<file path="src/rtl/axi_pkg.sv">
// Shared AXI encodings, FSM state type and helpers for the burst write master.
package axi_pkg;

    typedef enum logic [1:0] {
        OKAY   = 2'b00,
        EXOKAY = 2'b01,
        SLVERR = 2'b10,
        DECERR = 2'b11
    } e_resp;

    typedef enum logic [1:0] {
        FIXED = 2'b00,
        INCR  = 2'b01,
        WRAP  = 2'b10
    } e_burst;

    typedef enum logic [1:0] {
        IDLE = 2'b00,
        ADDR = 2'b01,
        DATA = 2'b10,
        RESP = 2'b11
    } e_state;

    // AxSIZE encoding for a full-width beat
    function automatic logic [2:0] size_enc(input int unsigned data_w);
        return 3'($clog2(data_w / 8));
    endfunction

endpackage

</file>
<file path="src/rtl/axi_burst_wr_master_if.sv">
// AXI4 write-channel bundle (AW, W, B) with master and slave views.
interface axi_burst_wr_master_if #(
    parameter int unsigned ADDR_W = 32,
    parameter int unsigned DATA_W = 32,
    parameter int unsigned LEN_W  = 8
);
    logic                  AWVALID;
    logic                  AWREADY;
    logic [ADDR_W-1:0]     AWADDR;
    logic [LEN_W-1:0]      AWLEN;
    logic [2:0]            AWSIZE;
    logic [1:0]            AWBURST;

    logic                  WVALID;
    logic                  WREADY;
    logic [DATA_W-1:0]     WDATA;
    logic [DATA_W/8-1:0]   WSTRB;
    logic                  WLAST;

    logic                  BVALID;
    logic                  BREADY;
    logic [1:0]            BRESP;

    modport master (
        output AWVALID, AWADDR, AWLEN, AWSIZE, AWBURST,
        output WVALID, WDATA, WSTRB, WLAST,
        output BREADY,
        input  AWREADY, WREADY, BVALID, BRESP
    );

    modport slave (
        input  AWVALID, AWADDR, AWLEN, AWSIZE, AWBURST,
        input  WVALID, WDATA, WSTRB, WLAST,
        input  BREADY,
        output AWREADY, WREADY, BVALID, BRESP
    );
endinterface

</file>
<file path="src/rtl/axi_rst_sync.sv">
// Two-flop reset synchroniser: asserts asynchronously, releases on clk.
module axi_rst_sync (
    input  logic clk,
    input  logic arst_n,
    output logic rst_n
);
    logic meta;

    // Shift a one through two flops after arst_n releases
    always_ff @(posedge clk or negedge arst_n) begin
        if (!arst_n) begin
            meta  <= 1'b0;
            rst_n <= 1'b0;
        end else begin
            meta  <= 1'b1;
            rst_n <= meta;
        end
    end
endmodule

</file>
<file path="src/rtl/axi_burst_wr_master.sv">
// Single-outstanding AXI4 INCR burst write master fed by a command port and
// a valid/ready data stream. Optional B-channel timeout: AXI_WR_TIMEOUT_EN.
module axi_burst_wr_master
    import axi_pkg::*;
#(
    parameter int unsigned ADDR_W      = 32,
    parameter int unsigned DATA_W      = 32,
    parameter int unsigned LEN_W       = 8,
    parameter int unsigned TIMEOUT_CYC = 1024
) (
    input  logic                ACLK,
    input  logic                ARESETn,

    input  logic                cmd_valid,
    output logic                cmd_ready,
    input  logic [ADDR_W-1:0]   cmd_addr,
    input  logic [LEN_W-1:0]    cmd_len,

    input  logic                wr_valid,
    output logic                wr_ready,
    input  logic [DATA_W-1:0]   wr_data,

    output logic                done,
    output logic [1:0]          done_resp,
    output logic                busy,

    axi_burst_wr_master_if.master axi
);

    if (!(DATA_W == 8 || DATA_W == 16 || DATA_W == 32 || DATA_W == 64)) begin : g_bad_data_w
        $error("DATA_W must be 8, 16, 32 or 64");
    end

    logic              rst_n;
    e_state            state;
    e_state            state_nxt;
    logic [ADDR_W-1:0] addr_q;
    logic [LEN_W-1:0]  len_q;
    logic [LEN_W-1:0]  beat_cnt;
    logic              ready_q;
    logic              done_q;
    logic [1:0]        resp_q;
    logic              cmd_fire;
    logic              w_fire;
    logic              last_beat;
    logic              timeout_hit;

    axi_rst_sync u_rst_sync (
        .clk    (ACLK),
        .arst_n (ARESETn),
        .rst_n  (rst_n)
    );

    // done blocks acceptance so a new command lands no earlier than the cycle after it
    assign cmd_fire  = (state == IDLE) && ready_q && !done_q && cmd_valid;
    assign w_fire    = (state == DATA) && wr_valid && axi.WREADY;
    assign last_beat = (state == DATA) && (beat_cnt == len_q);

    // State register
    always_ff @(posedge ACLK or negedge rst_n) begin
        if (!rst_n) state <= IDLE;
        else        state <= state_nxt;
    end

    // Next-state decode
    always_comb begin
        state_nxt = state;
        case (state)
            IDLE:    if (cmd_fire)                         state_nxt = ADDR;
            ADDR:    if (axi.AWREADY)                      state_nxt = DATA;
            DATA:    if (w_fire && last_beat)              state_nxt = RESP;
            RESP:    if (axi.BVALID || timeout_hit)        state_nxt = IDLE;
            default:                                       state_nxt = IDLE;
        endcase
    end

    // Outputs decoded from registered state; W channel passes the stream through
    always_comb begin
        cmd_ready   = 1'b0;
        busy        = 1'b0;
        wr_ready    = 1'b0;
        axi.AWVALID = 1'b0;
        axi.WVALID  = 1'b0;
        axi.WLAST   = 1'b0;
        axi.BREADY  = 1'b0;
        axi.AWADDR  = addr_q;
        axi.AWLEN   = len_q;
        axi.AWSIZE  = size_enc(DATA_W);
        axi.AWBURST = 2'(INCR);
        axi.WDATA   = wr_data;
        axi.WSTRB   = '1;

        cmd_ready   = (state == IDLE) && ready_q && !done_q;
        busy        = (state != IDLE);
        axi.AWVALID = (state == ADDR);
        axi.WVALID  = (state == DATA) && wr_valid;
        wr_ready    = (state == DATA) && axi.WREADY;
        axi.WLAST   = last_beat;
        axi.BREADY  = (state == RESP);
    end

    // Command capture, beat counting and completion status
    always_ff @(posedge ACLK or negedge rst_n) begin
        if (!rst_n) begin
            addr_q   <= '0;
            len_q    <= '0;
            beat_cnt <= '0;
            ready_q  <= 1'b0;
            done_q   <= 1'b0;
            resp_q   <= 2'(OKAY);
        end else begin
            ready_q <= 1'b1;
            done_q  <= (state == RESP) && (axi.BVALID || timeout_hit);
            if (cmd_fire) begin
                addr_q   <= cmd_addr;
                len_q    <= cmd_len;
                beat_cnt <= '0;
            end else if (w_fire && !last_beat) begin
                beat_cnt <= LEN_W'(beat_cnt + 1'b1);
            end
            if ((state == RESP) && axi.BVALID) begin
                resp_q <= axi.BRESP;
            end else if (timeout_hit) begin
                resp_q <= 2'(SLVERR);
            end
        end
    end

    assign done      = done_q;
    assign done_resp = resp_q;

`ifdef AXI_WR_TIMEOUT_EN
    localparam int unsigned TO_W = (TIMEOUT_CYC > 1) ? $clog2(TIMEOUT_CYC) : 1;

    logic [TO_W-1:0] to_cnt;

    // Count RESP cycles spent waiting for BVALID
    always_ff @(posedge ACLK or negedge rst_n) begin
        if (!rst_n)               to_cnt <= '0;
        else if (state != RESP)   to_cnt <= '0;
        else if (!axi.BVALID)     to_cnt <= TO_W'(to_cnt + 1'b1);
    end

    assign timeout_hit = (state == RESP) && !axi.BVALID && (to_cnt == TO_W'(TIMEOUT_CYC - 1));
`else
    logic [31:0] timeout_unused;
    assign timeout_unused = 32'(TIMEOUT_CYC);
    assign timeout_hit    = 1'b0;
`endif

endmodule

</file>
<file path="src/flat_wrapper.sv">
// flat-port wrapper written by rule: the top's interface ports become plain ports
module axi_burst_wr_master_flat import axi_pkg::*;
#(
    parameter int unsigned ADDR_W      = 32,
    parameter int unsigned DATA_W      = 32,
    parameter int unsigned LEN_W       = 8,
    parameter int unsigned TIMEOUT_CYC = 1024
)
  (ACLK, ARESETn, cmd_valid, cmd_ready, cmd_addr, cmd_len, wr_valid, wr_ready, wr_data, done, done_resp, busy, axi_AWVALID, axi_AWADDR, axi_AWLEN, axi_AWSIZE, axi_AWBURST, axi_WVALID, axi_WDATA, axi_WSTRB, axi_WLAST, axi_BREADY, axi_AWREADY, axi_WREADY, axi_BVALID, axi_BRESP);
  axi_burst_wr_master_if #(.ADDR_W(ADDR_W), .DATA_W(DATA_W), .LEN_W(LEN_W)) axi_i ();
  input  logic ACLK;
  input  logic ARESETn;
  input  logic cmd_valid;
  output logic cmd_ready;
  input  logic [ADDR_W-1:0] cmd_addr;
  input  logic [LEN_W-1:0] cmd_len;
  input  logic wr_valid;
  output logic wr_ready;
  input  logic [DATA_W-1:0] wr_data;
  output logic done;
  output logic [1:0] done_resp;
  output logic busy;
  output wire logic [$bits(axi_i.AWVALID)-1:0] axi_AWVALID;
  output wire logic [$bits(axi_i.AWADDR)-1:0] axi_AWADDR;
  output wire logic [$bits(axi_i.AWLEN)-1:0] axi_AWLEN;
  output wire logic [$bits(axi_i.AWSIZE)-1:0] axi_AWSIZE;
  output wire logic [$bits(axi_i.AWBURST)-1:0] axi_AWBURST;
  output wire logic [$bits(axi_i.WVALID)-1:0] axi_WVALID;
  output wire logic [$bits(axi_i.WDATA)-1:0] axi_WDATA;
  output wire logic [$bits(axi_i.WSTRB)-1:0] axi_WSTRB;
  output wire logic [$bits(axi_i.WLAST)-1:0] axi_WLAST;
  output wire logic [$bits(axi_i.BREADY)-1:0] axi_BREADY;
  input wire logic [$bits(axi_i.AWREADY)-1:0] axi_AWREADY;
  input wire logic [$bits(axi_i.WREADY)-1:0] axi_WREADY;
  input wire logic [$bits(axi_i.BVALID)-1:0] axi_BVALID;
  input wire logic [$bits(axi_i.BRESP)-1:0] axi_BRESP;
  assign axi_AWVALID = axi_i.AWVALID;
  assign axi_AWADDR = axi_i.AWADDR;
  assign axi_AWLEN = axi_i.AWLEN;
  assign axi_AWSIZE = axi_i.AWSIZE;
  assign axi_AWBURST = axi_i.AWBURST;
  assign axi_WVALID = axi_i.WVALID;
  assign axi_WDATA = axi_i.WDATA;
  assign axi_WSTRB = axi_i.WSTRB;
  assign axi_WLAST = axi_i.WLAST;
  assign axi_BREADY = axi_i.BREADY;
  assign axi_i.AWREADY = axi_AWREADY;
  assign axi_i.WREADY = axi_WREADY;
  assign axi_i.BVALID = axi_BVALID;
  assign axi_i.BRESP = axi_BRESP;
  axi_burst_wr_master #(.ADDR_W(ADDR_W), .DATA_W(DATA_W), .LEN_W(LEN_W), .TIMEOUT_CYC(TIMEOUT_CYC)) u_core (.ACLK(ACLK), .ARESETn(ARESETn), .cmd_valid(cmd_valid), .cmd_ready(cmd_ready), .cmd_addr(cmd_addr), .cmd_len(cmd_len), .wr_valid(wr_valid), .wr_ready(wr_ready), .wr_data(wr_data), .done(done), .done_resp(done_resp), .busy(busy), .axi(axi_i));
endmodule
</file>
<file path="config.mk">
export PLATFORM = sky130hd
export DESIGN_NAME = axi_burst_wr_master_flat
export DESIGN_NICKNAME = d
export VERILOG_FILES = /design/src/rtl/axi_pkg.sv /design/src/rtl/axi_burst_wr_master_if.sv /design/src/rtl/axi_rst_sync.sv /design/src/rtl/axi_burst_wr_master.sv /design/src/flat_wrapper.sv
export SDC_FILE = /design/constraint.sdc
export NUM_CORES = 1
export LEC_CHECK = 0
export ABC_AREA = 1
export CORE_MARGIN = 8
export CORE_UTILIZATION = 34
export DETAILED_ROUTE_END_ITERATION = 6
export GPL_ROUTABILITY_DRIVEN = 0
export PLACE_DENSITY = 0.77
export SETUP_SLACK_MARGIN = 0.5
export SYNTH_ARGS = -nofsm -noshare
export SYNTH_HDL_FRONTEND = slang
export SYNTH_SLANG_ARGS = --single-unit
export TNS_END_PERCENT = 5
</file>
<file path="constraint.sdc">
create_clock -name ACLK -period 1.5 [get_ports ACLK]
set_input_delay 0.375 -clock ACLK [delete_from_list [all_inputs] [get_ports ACLK]]
set_output_delay 0.375 -clock ACLK [all_outputs]
set_load 0.01 [all_outputs]
</file>
* Word-level counts from Yosys, hierarchy flattened
Cells that the tools add are included.
W data, S select, Z words.
** Cells by class
- Add/sub/neg operators :: 1
- Multipliers :: 0
- Divide/modulo/power cells :: 0
- $lt $le $gt $ge :: 0
- Equal/unequal tests :: 8
- Shifts and indexed selects :: 0
- Muxes and demuxes :: 7
- Bitwise operators :: 0
- Reduce and logical (&&, ||, !) cells :: 16
** Operators with widths (count)
- $mux W8 :: 2
- $logic_and A1 B1 Y1 :: 10
- $add A8 B1 Y8 const B :: 1
- $eq A8 B8 Y1 :: 1
- $mux W2 :: 4
- $ne A2 B1 Y1 const B :: 4
- $pmux W2 S4 :: 1
- $eq A2 B2 Y1 const B :: 2
- $reduce_and A4 Y1 :: 1
- $reduce_bool A2 Y1 :: 2
- $eq A2 B1 Y1 const B :: 1
- $logic_not A1 Y1 :: 2
- $logic_not A2 Y1 :: 1
** Word-level totals
- Register bits after elaboration :: 56
- Bits in latches :: 0
- RAM bits :: 0
- Bits in read-only memories :: 0
- Input port bits :: 81
- Output and inout port bits :: 91
- Word-level logic and storage cells :: 41
- Memories :: 0

* Depth between registers and ports, before layout
Gate-level depths: netlist of run 1.
- Depth after elaboration :: 6
- Mapped depth :: 12
- Gate-level depth less buffers :: 11

* Cells and area by module
From an unflattened synthesis of run 1, not the netlist that was laid out.
** Unflattened totals
- Cell total of the unflattened synthesis :: 285
- Area, all modules :: 3000.4 sq um
** By module, submodules not included
- axi_burst_wr_master :: times used 1, cells each 282, area each 2946.6 sq um, sequential area each 1351.3 sq um
- axi_rst_sync :: times used 1, cells each 3, area each 53.8 sq um, sequential area each 50.0 sq um

* Worst setup path before layout of run 1
Ideal clock, no wire load.
- Path type :: reg-to-output
- From :: register u_core.state[0]
- To :: output port axi_WLAST
- Arrival :: 1.304 ns
- Data required time :: 1.125 ns
- Setup slack :: -0.179 ns
- Cell stages (with the launch flop) :: 7
- Path through :: dfrtp_1 > inv_1 > ha_1 > inv_1 > a21oi_1 > o2111ai_1 > nor4_1
** On the way
- Word-level cells in the longest chain between the ends :: 2
** RTL lines
- start, declared :: RTL line axi_burst_wr_master.sv:35 : e_state state;
- start signal, assigned :: RTL line axi_burst_wr_master.sv:62 : else state <= state_nxt;
- $eq A2 B2 Y1 :: RTL line axi_burst_wr_master.sv:57 : assign last_beat = (state == DATA) && (beat_cnt == len_q);
- $logic_and A1 B1 Y1 :: RTL line axi_burst_wr_master.sv:57
- end, declared :: RTL line flat_wrapper.sv:31 : output wire logic [$bits(axi_i.WLAST)-1:0] axi_WLAST;
Every way passes these cells.

* Worst setup path in the final report of run 1
Same ends and word-level chain as after synthesis.

==> metrics.md, run 1 <==
| Metric | Value |
|---|---|
| Leak | 2.33 nW |
| Cells after Synth | 356 |
| Number of synthesized flops with an enable pin | 0 |
| Largest net degree at the start of global routing | 35 |
| FP Rows | 33 |
| Hold buffers post-CTS | 0 |
| VDD IR max | 0.000862 V |
| Die Span Y | 108 um |
| Ports | 172 |
| Max clock buf depth | 2 |
| Reg2reg start | u_core.state[0] |
| Post-DRT Antenna Nets | 0 |
| Register area share after synthesis | 0.486 |
| Synth Warn # | 0 |
| Most common cell on crit path | inv_2 |
| CTS root buf | clkbuf_8 |
| Final hold violation count | 0 |
| Min Tclk post-route | 1.93 ns |
| Slowest stage delay, CP | about 0.41 ns |
| Critical Path RT | around 1.1 ns |
| Overflow after GRT | 0 |
| Syn Area/Cell | 8.10 sq um |
| Reg2reg setup slack | -0.26 ns |
| R2R depth | 13 |
| Number of global-route vias before repair | 2863 |
| HP Class | primary input to asynchronous set/reset pin |
| Core Area | 8220 sq um |
| Worst path bufs/invs | 3 |
| TritonRoute pass-1 iters | 4 |
| Power Dens Cells | 1910 nW/um^2 |
| Critical path data arrival time | 1.56 ns |
| Failing checks | setup timing |
| Post-synthesis async set-or-reset flop share | 1.00 |
| Initial DRC count | 79 |
| Core Util, Final | 0.549 |
| Pins Over Slew Limit | 0 |
| Synth-to-layout area growth | 56.4% |
| Synthesized area | 2880 sq um |
| Total CTS buffers | 5 |
| CP Capture Type | primary output |
| Residual DRC | 0 |
| Clock slew at reported path FFs | approximately 0.1 ns |
| Crit Path Category | flop to primary output |
| Outcome | finished with violations |
| Antenna violations before repair | 0 |
| Share of cells above drive strength 1 | 0.367 |
| Final hold slack | ~0.22 ns |
| Fmax achieved | 0.517 GHz |
| Crit-path leading delay family | flip-flops |
| Die ar. | 11700 sq um |
| Distinct cells, synth | 31 |
| Chip width | 108 um |
| CP Launch Type | flop |
| CP max-delay cell | dfrtp_1 |
| Half-perimeter wire length after placement | 5.94 mm |
| Vias/cell | 4.64 |
| Total GRT Usage | 0.138 |
| Crit-path max FO | 2 |
| Synthesized flop and latch total | between 50 and 60 |
| Ant diodes | 0 |
| CTS tree | built |
| Starting Density | 0.351 |
| Reg2reg end | u_core.axi.AWLEN[6] |
| Layout filler cell count | 709 |
| Sink Count | 56 |
| DR vias | about 2700 |
| Fin nets | 564 |
| Primary FF master, synth | dfrtp_1 |
| Post-route setup slack | -0.433 ns |
| First-pass GRT wire length | 13.0 mm |
| PortBufs | 98 |
| Wirelength per Cell | 14.5 um |
| Max-cap violations | 0 |
| H-tree levels | 2 |
| CP cell instances | inv_2 > ha_4 > inv_2 > a21oi_1 > o2111ai_1 > nor4_2 > buf_2 |
| Worst-case clock skew | 0.00920 ns |
| RSZ-0062 raised after global routing | yes |
| Final WL | between 8 and 9 mm |
| Crit share post-route | 1.29 |
| Clk_lat worst skew | 0.31 ns |
| Final Setup Violations | 57 |
[cells in the mapped netlist, types with 5 or more instances]
cell type  count  area, sq um
buf_2          5         25.0
buf_4         41          308
dfrtp_1       56         1400
ha_1           5         62.6
inv_1         21         78.8
inv_2          7         26.3
nand2_1      152          571
nand2_2        5         31.3
nand3_1        6         30.0
nor2_1         9         33.8
o21ai_1        6         30.0
o21ai_2        8         70.1
[stage by stage]
| step | total power (W) | cell area [sq um] | TNS, ns | setup WS (ns) | std cells |
|---|---|---|---|---|---|
| after floorplan | 0.00449 | 2920 | -5.57 | -0.153 | 365 |
| after global placement | 0.00674 | 4070 | -10.67 | -0.589 | 567 |
| after detailed placement | 0.00687 | 4070 | -13.85 | -0.541 | 567 |
| after CTS | 0.00818 | 4240 | -7.27 | -0.402 | 576 |
| after global routing | 0.00922 | 4510 | -15.62 | -0.580 | 584 |
| final | 0.00859 | 4510 | -11.59 | -0.433 | 584 |
[area by class of cell]
class	count	area [sq um]	area share
flip-flops and latches	56	1400	0.311
inverters	29	126	0.0280
multi-input cells	229	1250	0.278
repair buffers	157	1460	0.324
clock inverters	2	60.1	0.0133
clock buffers	6	72.6	0.0161
well taps	105	131	0.0291
[worst max path at each step]
stage	slack [ns]	end	depth (start not counted)	from
3_5_place_dp	-0.54	axi_WLAST	7	u_core.state[0]
6_report	-0.43	axi_WLAST	7	u_core.state[0]
4_1_cts	-0.40	axi_WLAST	7	u_core.state[0]
2_1_floorplan	-0.15	u_core.axi.AWLEN[4]	9	u_core.state[0]
5_1_grt	-0.58	axi_WLAST	7	u_core.state[0]
3_3_place_gp	-0.59	axi_WLAST	7	u_core.state[0]
[state kept, by name (all words and copies together), names as in the netlist]
signal	count
u_core.beat_cnt	8
u_core.u_rst_sync.meta	1
u_core.state	2
u_core.done	1
u_core.axi.AWLEN	8
u_core.ready_q	1
u_core.u_rst_sync.rst_n	1
u_core.axi.AWADDR	32
u_core.done_resp	2
[repair_timing]
item | 4_1_cts | 5_1_grt
setup buffers | 1 | 7
gates resized for setup | 255 | 46
endpoints found under the setup margin | 103 | 103
pin swaps | 6 | 9
gates cloned | 0 | 1
[layer usage]
metal | up-vias | global-route usage | part of all wire
li1 | 1280 | - | -
met1 | 1306 | 0.141 | 0.38
met2 | 104 | 0.244 | 0.51
met3 | 18 | 0.0619 | 0.094
met4 | 0 | 0.0505 | 0.020
met5 | - | 0 | 0
[layout by cell type, fill, tap and decap left out, types with 2 or more instances in the layout]
cell             Yosys  layout
buf_2                5      25
xor2_1               3       3
inv_2                7      10
bufinv_16            0       2
dfrtp_1             56      55
nand3_1              6       6
nand2_1            152     140
o21ai_2              8      12
clkbuf_8             0       5
nand2_2              5       9
buf_12               0       3
nor2_1               9       6
inv_4                0       2
nor3_1               4       2
nand2_8              0       2
clkdlybuf4s50_1      0      48
nand2_4              1       7
a21oi_1              4       2
nand4_1              3       3
buf_4               41      36
buf_6                1      43
o2111ai_1            2       2
ha_4                 0       4
nor2_2               2       4
o21ai_1              6       2
conb_1               2      11
inv_1               21      15
[cell families after synthesis]
logic type      Yosys count  synth area share
fa+ha+maj                 5            0.0217
simple gates            186             0.262
other cells               2           0.00261
xor+xnor                  3           0.00912
buf+inv                  80             0.162
flops                    56             0.486
compound gates           24            0.0564
[report_power, final]
group	leakage (nW)	switching [W]	total (W)	internal [W]
registers	0.703	0.000440	0.00260	0.00216
clock network	0.0654	0.000496	0.00116	0.000668
logic	1.57	0.00232	0.00483	0.00251
total	2.33	0.00326	0.00859	0.00533
Note: power is estimated with default switching activity, not from simulation.
==> run 2, diff against run 1 <==
Settings changed: SKIP_LAST_GASP set to 1.
==> run 2 against run 1 <==
  * The run still ends with setup timing left
  * Clock power barely moved
  * Maximum frequency fell by 0.43%
  * First-iteration DRC count fell by 14%
  * Clock-buffer cell count did not move
  * Worst hold slack got worse by 0.0051 ns
  * Sequential share of layout area rose by 0.61 points
  * Die area did not move
  * Sequential power fell by 2%
  * Critical endpoint unchanged
  * Highest routed layer unchanged
==> metrics.md, run 2 (synthesized netlist as in run 1, its figures left out) <==
| Metric | Value |
|---|---|
| Largest net degree at the start of global routing | 35 (unchanged) |
| Most frequent cells in the layout | 147 x nand2_1, 91 x clkdlybuf4s50_1, 55 x dfrtp_1, 49 x buf_4, 17 x inv_1 |
| Synth-to-layout area growth | 53.4% |
| CP Capture Type | primary output |
| Total GRT Usage | 0.134 (-0.00414) |
| CP cell instances | inv_2 > ha_4 > inv_2 > a21oi_1 > o2111ai_1 > nor4_2 > buf_2 |
| Pins Over Slew Limit | 0 (unchanged) |
| Min Tclk post-route | 1.94 ns (+0.00827 ns) |
| CP Launch Type | flop |
| FP Rows | 33 (unchanged) |
| Critical path data arrival time | 1.57 ns (about the same) |
| CP max-delay cell | dfrtp_1 |
| DP Cell Count | 567 (unchanged) |
| DP Area | 4070 sq um (unchanged) |
| Share of cells above drive strength 1 | 0.244 (-0.123) |
| Ports | 172 (unchanged) |
| Die ar. | 11700 sq um (unchanged) |
| Max-cap violations | 0 (unchanged) |
| Starting Density | 0.351 (unchanged) |
| HP Class | primary input to asynchronous set/reset pin |
| Final hold violation count | 0 (unchanged) |
| Post-route setup slack | -0.442 ns (-0.00827 ns) |
| Critical Path RT | 1.12 ns (about the same) |
| Clock slew at reported path FFs | 0.10 ns (about the same) |
| Overflow after GRT | 0 (unchanged) |
| H-tree levels | 2 (unchanged) |
| Post-DRT Antenna Nets | 0 (unchanged) |
| Worst-case clock skew | 0.0103 ns (+0.00111 ns) |
| Reg2reg start | u_core.state[0] |
| Antenna violations before repair | 0 (unchanged) |
| Residual DRC | 0 (unchanged) |
| Vias/cell | 4.57 (-1.4%) |
| DR vias | 2670 (-1.4%) |
| Number of global-route vias before repair | 2811 (-1.8%) |
| RSZ-0062 raised after global routing | yes |
| Commonest non-fill, non-tap cell in the layout | nand2_1 |
| Die Span Y | 108 um (unchanged) |
| Chip width | 108 um (unchanged) |
| Crit-path max FO | 2 (unchanged) |
| Max FFs per register | 32 (unchanged) |
| Setup_tns | -14.51 ns (-2.93 ns) |
| Fmax achieved | 0.515 GHz (-0.43%) |
| Final WL | 8.03 mm (-4.9%) |
| Crit Path Category | flop to primary output |
| Ant diodes | 0 (unchanged) |
| TritonRoute pass-1 iters | 4 (unchanged) |
| VDD IR max | 0.000854 V (-1.0%) |
| Slowest stage delay, CP | 0.41 ns (about the same) |
| Power Dens Cells | 1930 nW/um^2 (+0.98%) |
| Outcome | finished with violations |
| R2R depth | 12 (-1) |
| Reg2reg setup slack | -0.21 ns (+0.05 ns) |
| Most common cell on crit path | inv_2 |
| Initial DRC count | 68 (-14%) |
| Crit share post-route | 1.29 (+0.00551) |
| First-pass GRT wire length | 12.6 mm (-3.0%) |
| Sink Count | 56 (unchanged) |
| Fin nets | 564 (unchanged) |
| CTS tree | built |
| Wirelength per Cell | 13.8 um (-4.9%) |
| Half-perimeter wire length after placement | 5.94 mm (unchanged) |
| Core Util, Final | 0.538 (-0.0105) |
| Total CTS buffers | 5 (unchanged) |
| Max clock buf depth | 2 (unchanged) |
| Setup WS pre-CTS | -0.541 ns (unchanged) |
| PortBufs | 98 (unchanged) |
| Final Setup Violations | 100 (+75%) |
| Fin area | 4420 sq um (-1.9%) |
| CTS root buf | clkbuf_8 |
| Leak | 2.22 nW (-5.0%) |
| Hold buffers post-CTS | 0 (unchanged) |
| Non-filler cells, final | 584 (unchanged) |
| Clk_lat worst skew | 0.31 ns (about the same) |
| Core Area | 8220 sq um (unchanged) |
| Reg2reg end | u_core.beat_cnt[5] |
| Failing checks | setup timing |
==> run 2: critical path: cells and delay by family (launching register included) <==
kind                     cells  cell delay, ns
flip-flops                   1            0.41
buffers and inverters        3            0.33
AO/OA/AOI/OAI                2            0.24
adder cells (fa/ha/maj)      1            0.15
AND/OR/NAND/NOR              1            0.14
==> run 2: power breakdown <==
part / total, W / internal (W) / switching, W
sequential: 0.00256 / 0.00216 / 0.000399
combinational: 0.00479 / 0.00259 / 0.00219
clock: 0.00117 / 0.000668 / 0.000500
==> run 2: timing repair <==
| item | in CTS | in global routing |
|---|---|---|
| resized for setup | 40 | 29 |
| pin swaps | 4 | 12 |
| gates cloned | 0 | 1 |
| endpoints found under the setup margin | 103 | 103 |
| hold endpoints to repair | 0 | 0 |
| setup buffers | 1 | 7 |
==> run 2: routing by layer <==
| metal | part of all wire | GRT usage | vias to the layer above |
|---|---|---|---|
| met5 | 0 | 0 | - |
| met4 | 0.015 | 0.0456 | 0 |
| met3 | 0.12 | 0.0625 | 14 |
| met2 | 0.49 | 0.237 | 119 |
| met1 | 0.38 | 0.136 | 1262 |
| li1 | - | - | 1275 |
==> run 2: final cells by class <==
| type | count | area [sq um] |
|---|---|---|
| Clock buffer | 6 | 72.6 |
| Clock inverter | 2 | 60.1 |
| Fill cell | 725 | 3790 |
| Inverter | 29 | 111 |
| Multi-Input combinational cell | 230 | 1200 |
| Sequential cell | 56 | 1400 |
| Tap cell | 105 | 131 |
| Timing Repair Buffer | 156 | 1450 |
==> run 2: worst max-delay path by stage <==
stage | from | end | cells past startpoint
after floorplan | u_core.state[0] | u_core.axi.AWLEN[4] | 9
after detailed placement | u_core.state[0] | axi_WLAST | 7
final | u_core.state[0] | axi_WLAST | 7
after CTS | u_core.state[0] | axi_WLAST | 7
after global routing | u_core.state[0] | axi_WLAST | 7
after global placement | u_core.state[0] | axi_WLAST | 7
==> run 2: per-stage QoR <==
stage          total power [W]  hold WS [ns]
2_1_floorplan          0.00449        0.0794
3_3_place_gp           0.00674         0.251
3_5_place_dp           0.00687         0.253
4_1_cts                0.00824         0.208
5_1_grt                0.00915         0.190
6_report               0.00851         0.214
==> run 3, diff against run 2 <==
Settings changed: CELL_PAD_IN_SITES_DETAIL_PLACEMENT set to 1, CELL_PAD_IN_SITES_GLOBAL_PLACEMENT set to 1, CORE_UTILIZATION 34 to 25, PLACE_DENSITY 0.77 to unset, PLACE_DENSITY_LB_ADDON set to 0.1, SYNTH_HIERARCHICAL set to 1.
Clock period 1.5 ns to 1.6 ns, I/O delays scaled along.
==> run 3 against run 2 <==
  * The flow still finishes with violations (setup timing)
  * Die area increased by 35%
  * Combinational power decreased by 14%
  * Sequential power decreased by 7%
  * Non-clock buffer count decreased by 7
  * Utilization decreased by 16 points
  * First-iteration DRC count decreased by 18%
  * Largest cell class unchanged
==> metrics.md, run 3 <==
| Metric | Value |
|---|---|
| Outcome | finished with violations |
| Failing checks | setup timing |
| Crit Path Category | flop to primary output |
| Total CTS buffers | 5 (unchanged) |
| Synth Warn # | 6 (+6) |
| Half-perimeter wire length after placement | 6.61 mm (+11%) |
| Pins Over Slew Limit | 0 (unchanged) |
| Synthesized area | 3000 sq um (+4.1%) |
| Logic pwr share | 0.520 (-0.043) |
| Register area | 1400 sq um (unchanged) |
| Die ar. | 15800 sq um (+35%) |
| Wirelength per Cell | 15.3 um (+11%) |
| Footprint of the multi-input gates | 1210 sq um (+0.73%) |
| Worst-case clock skew | 0.00731 ns (-0.00300 ns) |
| Number of global-route vias before repair | 2660 (-5.4%) |
| Power Dens Cells | 1750 nW/um^2 (-9.1%) |
| Ant diodes | 0 (unchanged) |
| Max FFs per register | 32 (unchanged) |
| FP Rows | 40 (+21%) |
| Initial DRC count | 56 (-18%) |
| CP Launch Type | flop |
| Primary FF master, synth | dfrtp_1 |
| Ports | 172 (unchanged) |
| Min Tclk post-route | around 1.8 ns |
| Total GRT Usage | 0.108 (-0.0262) |
| H-tree levels | 2 (unchanged) |
| Crit-path max FO | 2 (unchanged) |
| Chip width | 126 um (+16%) |
| Fin nets | 488 (-13%) |
| Final WL | 8.43 mm (+5.0%) |
| Distinct cells, synth | 30 (-3.2%) |
| TritonRoute pass-1 iters | 4 (unchanged) |
| Overflow after GRT | 0 (unchanged) |
| CP max-delay cell | dfrtp_1 |
| Psw | 0.00246 W (-20%) |
| Max clock buf depth | 2 (unchanged) |
| Sink Count | 56 (unchanged) |
| CTS root buf | clkbuf_16 |
| Clock slew at reported path FFs | 0.07 ns (-0.03 ns) |
| Post-synthesis async set-or-reset flop share | 1.00 (unchanged) |
| Final Setup Violations | 69 (-31%) |
| PortBufs | 98 (unchanged) |
| CP Capture Type | primary output |
| Largest net degree at the start of global routing | 36 (+2.9%) |
| Clk_lat worst skew | 0.29 ns (-0.02 ns) |
| Starting Density | 0.253 (-0.0979) |
| Non-filler cells, final | 550 (-5.8%) |
| Setup_tns | -2.79 ns (+11.73 ns) |
| Share of cells above drive strength 1 | 0.298 (+0.0535) |
| Worst path bufs/invs | 1 (-2) |
| Number of synthesized flops with an enable pin | 0 (unchanged) |
| Switching Share | 0.311 (-0.0522) |
| Critical Path RT | 1.20 ns (+0.08 ns) |
| Commonest non-fill, non-tap cell in the layout | clkdlybuf4s50_1 |
| Hold buffers post-CTS | 0 (unchanged) |
| Syn Area/Cell | 10.5 sq um (+30%) |
| Final hold slack | 0.248 ns (+0.0338 ns) |
| Crit share post-route | 1.13 |
| Post-DRT Antenna Nets | 0 (unchanged) |
| Fmax achieved | approximately 0.56 GHz |
| DR vias | 2274 (-15%) |
| Layout filler cell count | 1308 (+80%) |
| Residual DRC | 0 (unchanged) |
| Internal power consumption | 0.00544 W (+0.44%) |
| Crit-path leading delay family | flip-flops |
| RSZ-0062 raised after global routing | yes |
| CTS tree | built |
| Critical path data arrival time | 1.40 ns (-0.17 ns) |
| Leading area contributor after synthesis | dfrtp_1 |
| Slowest stage delay, CP | 0.41 ns (about the same) |
| DP Cell Count | 537 (-5.3%) |
| First-pass GRT wire length | 13.8 mm (+9.2%) |
| Register area share after synthesis | 0.467 (-0.0191) |
| Synth-to-layout area growth | 50.5% |
| Die Span Y | 126 um (+16%) |
| Final hold violation count | 0 (unchanged) |
| Clock Power Share | 0.178 (+0.041) |
| Cells after Synth | 285 (-20%) |
| Count leader, synth | dfrtp_1 |
| Max-cap violations | 0 (unchanged) |
| Most frequent cells in the layout | 91 x clkdlybuf4s50_1, 55 x dfrtp_1, 44 x buf_4, 43 x nand2_1, 30 x mux2_4 |
| Fin area | 4520 sq um (+2.2%) |
| HP Class | flop to asynchronous set/reset pin |
| Post-route setup slack | -0.202 ns (+0.240 ns) |
| Reg2reg setup slack | -0.09 ns (+0.12 ns) |
| Antenna violations before repair | 0 (unchanged) |
| DP Area | 4210 sq um (+3.5%) |
| CP cell instances | xnor2_2 > and3_1 > nand3_1 > nor3_2 > buf_2 |
| Leak | 2.23 nW (+0.50%) |
| Top cells by area, synth | dfrtp_1 47%, mux2_4 15%, buf_4 10%, nand2_1 5.6%, nand3_1 3.3% |
| Post-synth top cells | 56 x dfrtp_1, 45 x nand2_1, 41 x buf_4 |
| VDD IR max | 0.000683 V (-20%) |
| Yosys top cell area share | 0.467 (-0.0191) |
| Synthesized flop and latch total | 56 (unchanged) |
| Core Area | 11900 sq um (+44%) |
| Reg power frac | 0.302 (+0.002) |
| Vias/cell | 4.13 (-9.6%) |
-- run 3: changes by cell type after synthesis, sizes merged, moves of 5 or more --
cell / change
nand2: -109
mux2: +33
nand3: +14
o21ai: -13
a21oi: +5
-- run 3: path summary, 6_finish.rpt --
check,start,endpoint,cells after the start
worst max-delay path,u_core/beat_cnt[2],axi_WLAST,5
worst min-delay path,u_core/u_rst_sync/rst_n,u_core/beat_cnt[0],1
min in group ACLK,u_core/u_rst_sync/meta,u_core/u_rst_sync/rst_n,0
max in group asynchronous,u_core/u_rst_sync/rst_n,u_core/done,1
worst max register to register,u_core/state[1],u_core/beat_cnt[0],11
worst min register to register,u_core/u_rst_sync/rst_n,u_core/beat_cnt[0],1
-- run 3: worst register-to-register path, delay by kind of cell (launching register included) --
family | cells | cell delay, ns
flip-flops | 1 | 0.41
buffers and inverters | 5 | 0.66
adder cells (fa/ha/maj) | 1 | 0.12
AND/OR/NAND/NOR | 5 | 0.40
-- run 3: cells by family (layout without fill, tap and decap cells) --
family,after synthesis,in the layout,synth area share
other,3,11,0.00375
flip-flops,56,56,0.467
XOR/XNOR,6,6,0.0175
multiplexers,33,33,0.161
AO/OA/AOI/OAI,13,13,0.0242
adder cells (fa/ha/maj),5,5,0.0209
AND/OR/NAND/NOR,93,93,0.144
buffers and inverters,76,186,0.161
-- run 3: what timing repair did --
| action | in CTS | in global routing |
|---|---|---|
| endpoints found under the setup margin | 103 | 103 |
| setup buffers | 1 | 4 |
| gates resized for setup | 24 | 23 |
| pin swaps | 2 | 9 |
-- run 3: through the flow --
step            util  setup slack (ns)  total power [W]
6_report       0.381            -0.202          0.00790
5_1_grt        0.381            -0.314          0.00848
4_1_cts        0.372            -0.283          0.00786
3_5_place_dp   0.355            -0.410          0.00635
3_3_place_gp   0.355            -0.427          0.00631
2_1_floorplan      -            0.0475          0.00421
-- run 3: power groups by stage --
| stage | Clock [W] | Sequential (W) | Combinational, W |
|---|---|---|---|
| finish | 0.00141 | 0.00239 | 0.00411 |
| global route | 0.00152 | 0.00248 | 0.00448 |
| CTS | 0.00147 | 0.00239 | 0.00400 |
| detailed placement | 0 | 0.00239 | 0.00397 |
| global placement | 0 | 0.00238 | 0.00392 |
| floorplan | 0 | 0.00265 | 0.00156 |
-- run 3: final cells by class --
type                       count  area share
timing repair buffer         149       0.314
sequential                    56       0.311
multi-input combinational    161       0.267
tap                          147      0.0407
clock buffer                   6      0.0285
inverter                      29      0.0263
clock inverter                 2      0.0133
-- run 3: layer usage --
layer,wire length (um),track usage,share of wire,up-vias
met5,0,0,0,-
met4,71,0.0251,0.0084,0
met3,1050,0.0671,0.12,6
met2,3990,0.179,0.47,82
met1,3320,0.113,0.39,1100
li1,-,-,-,1086
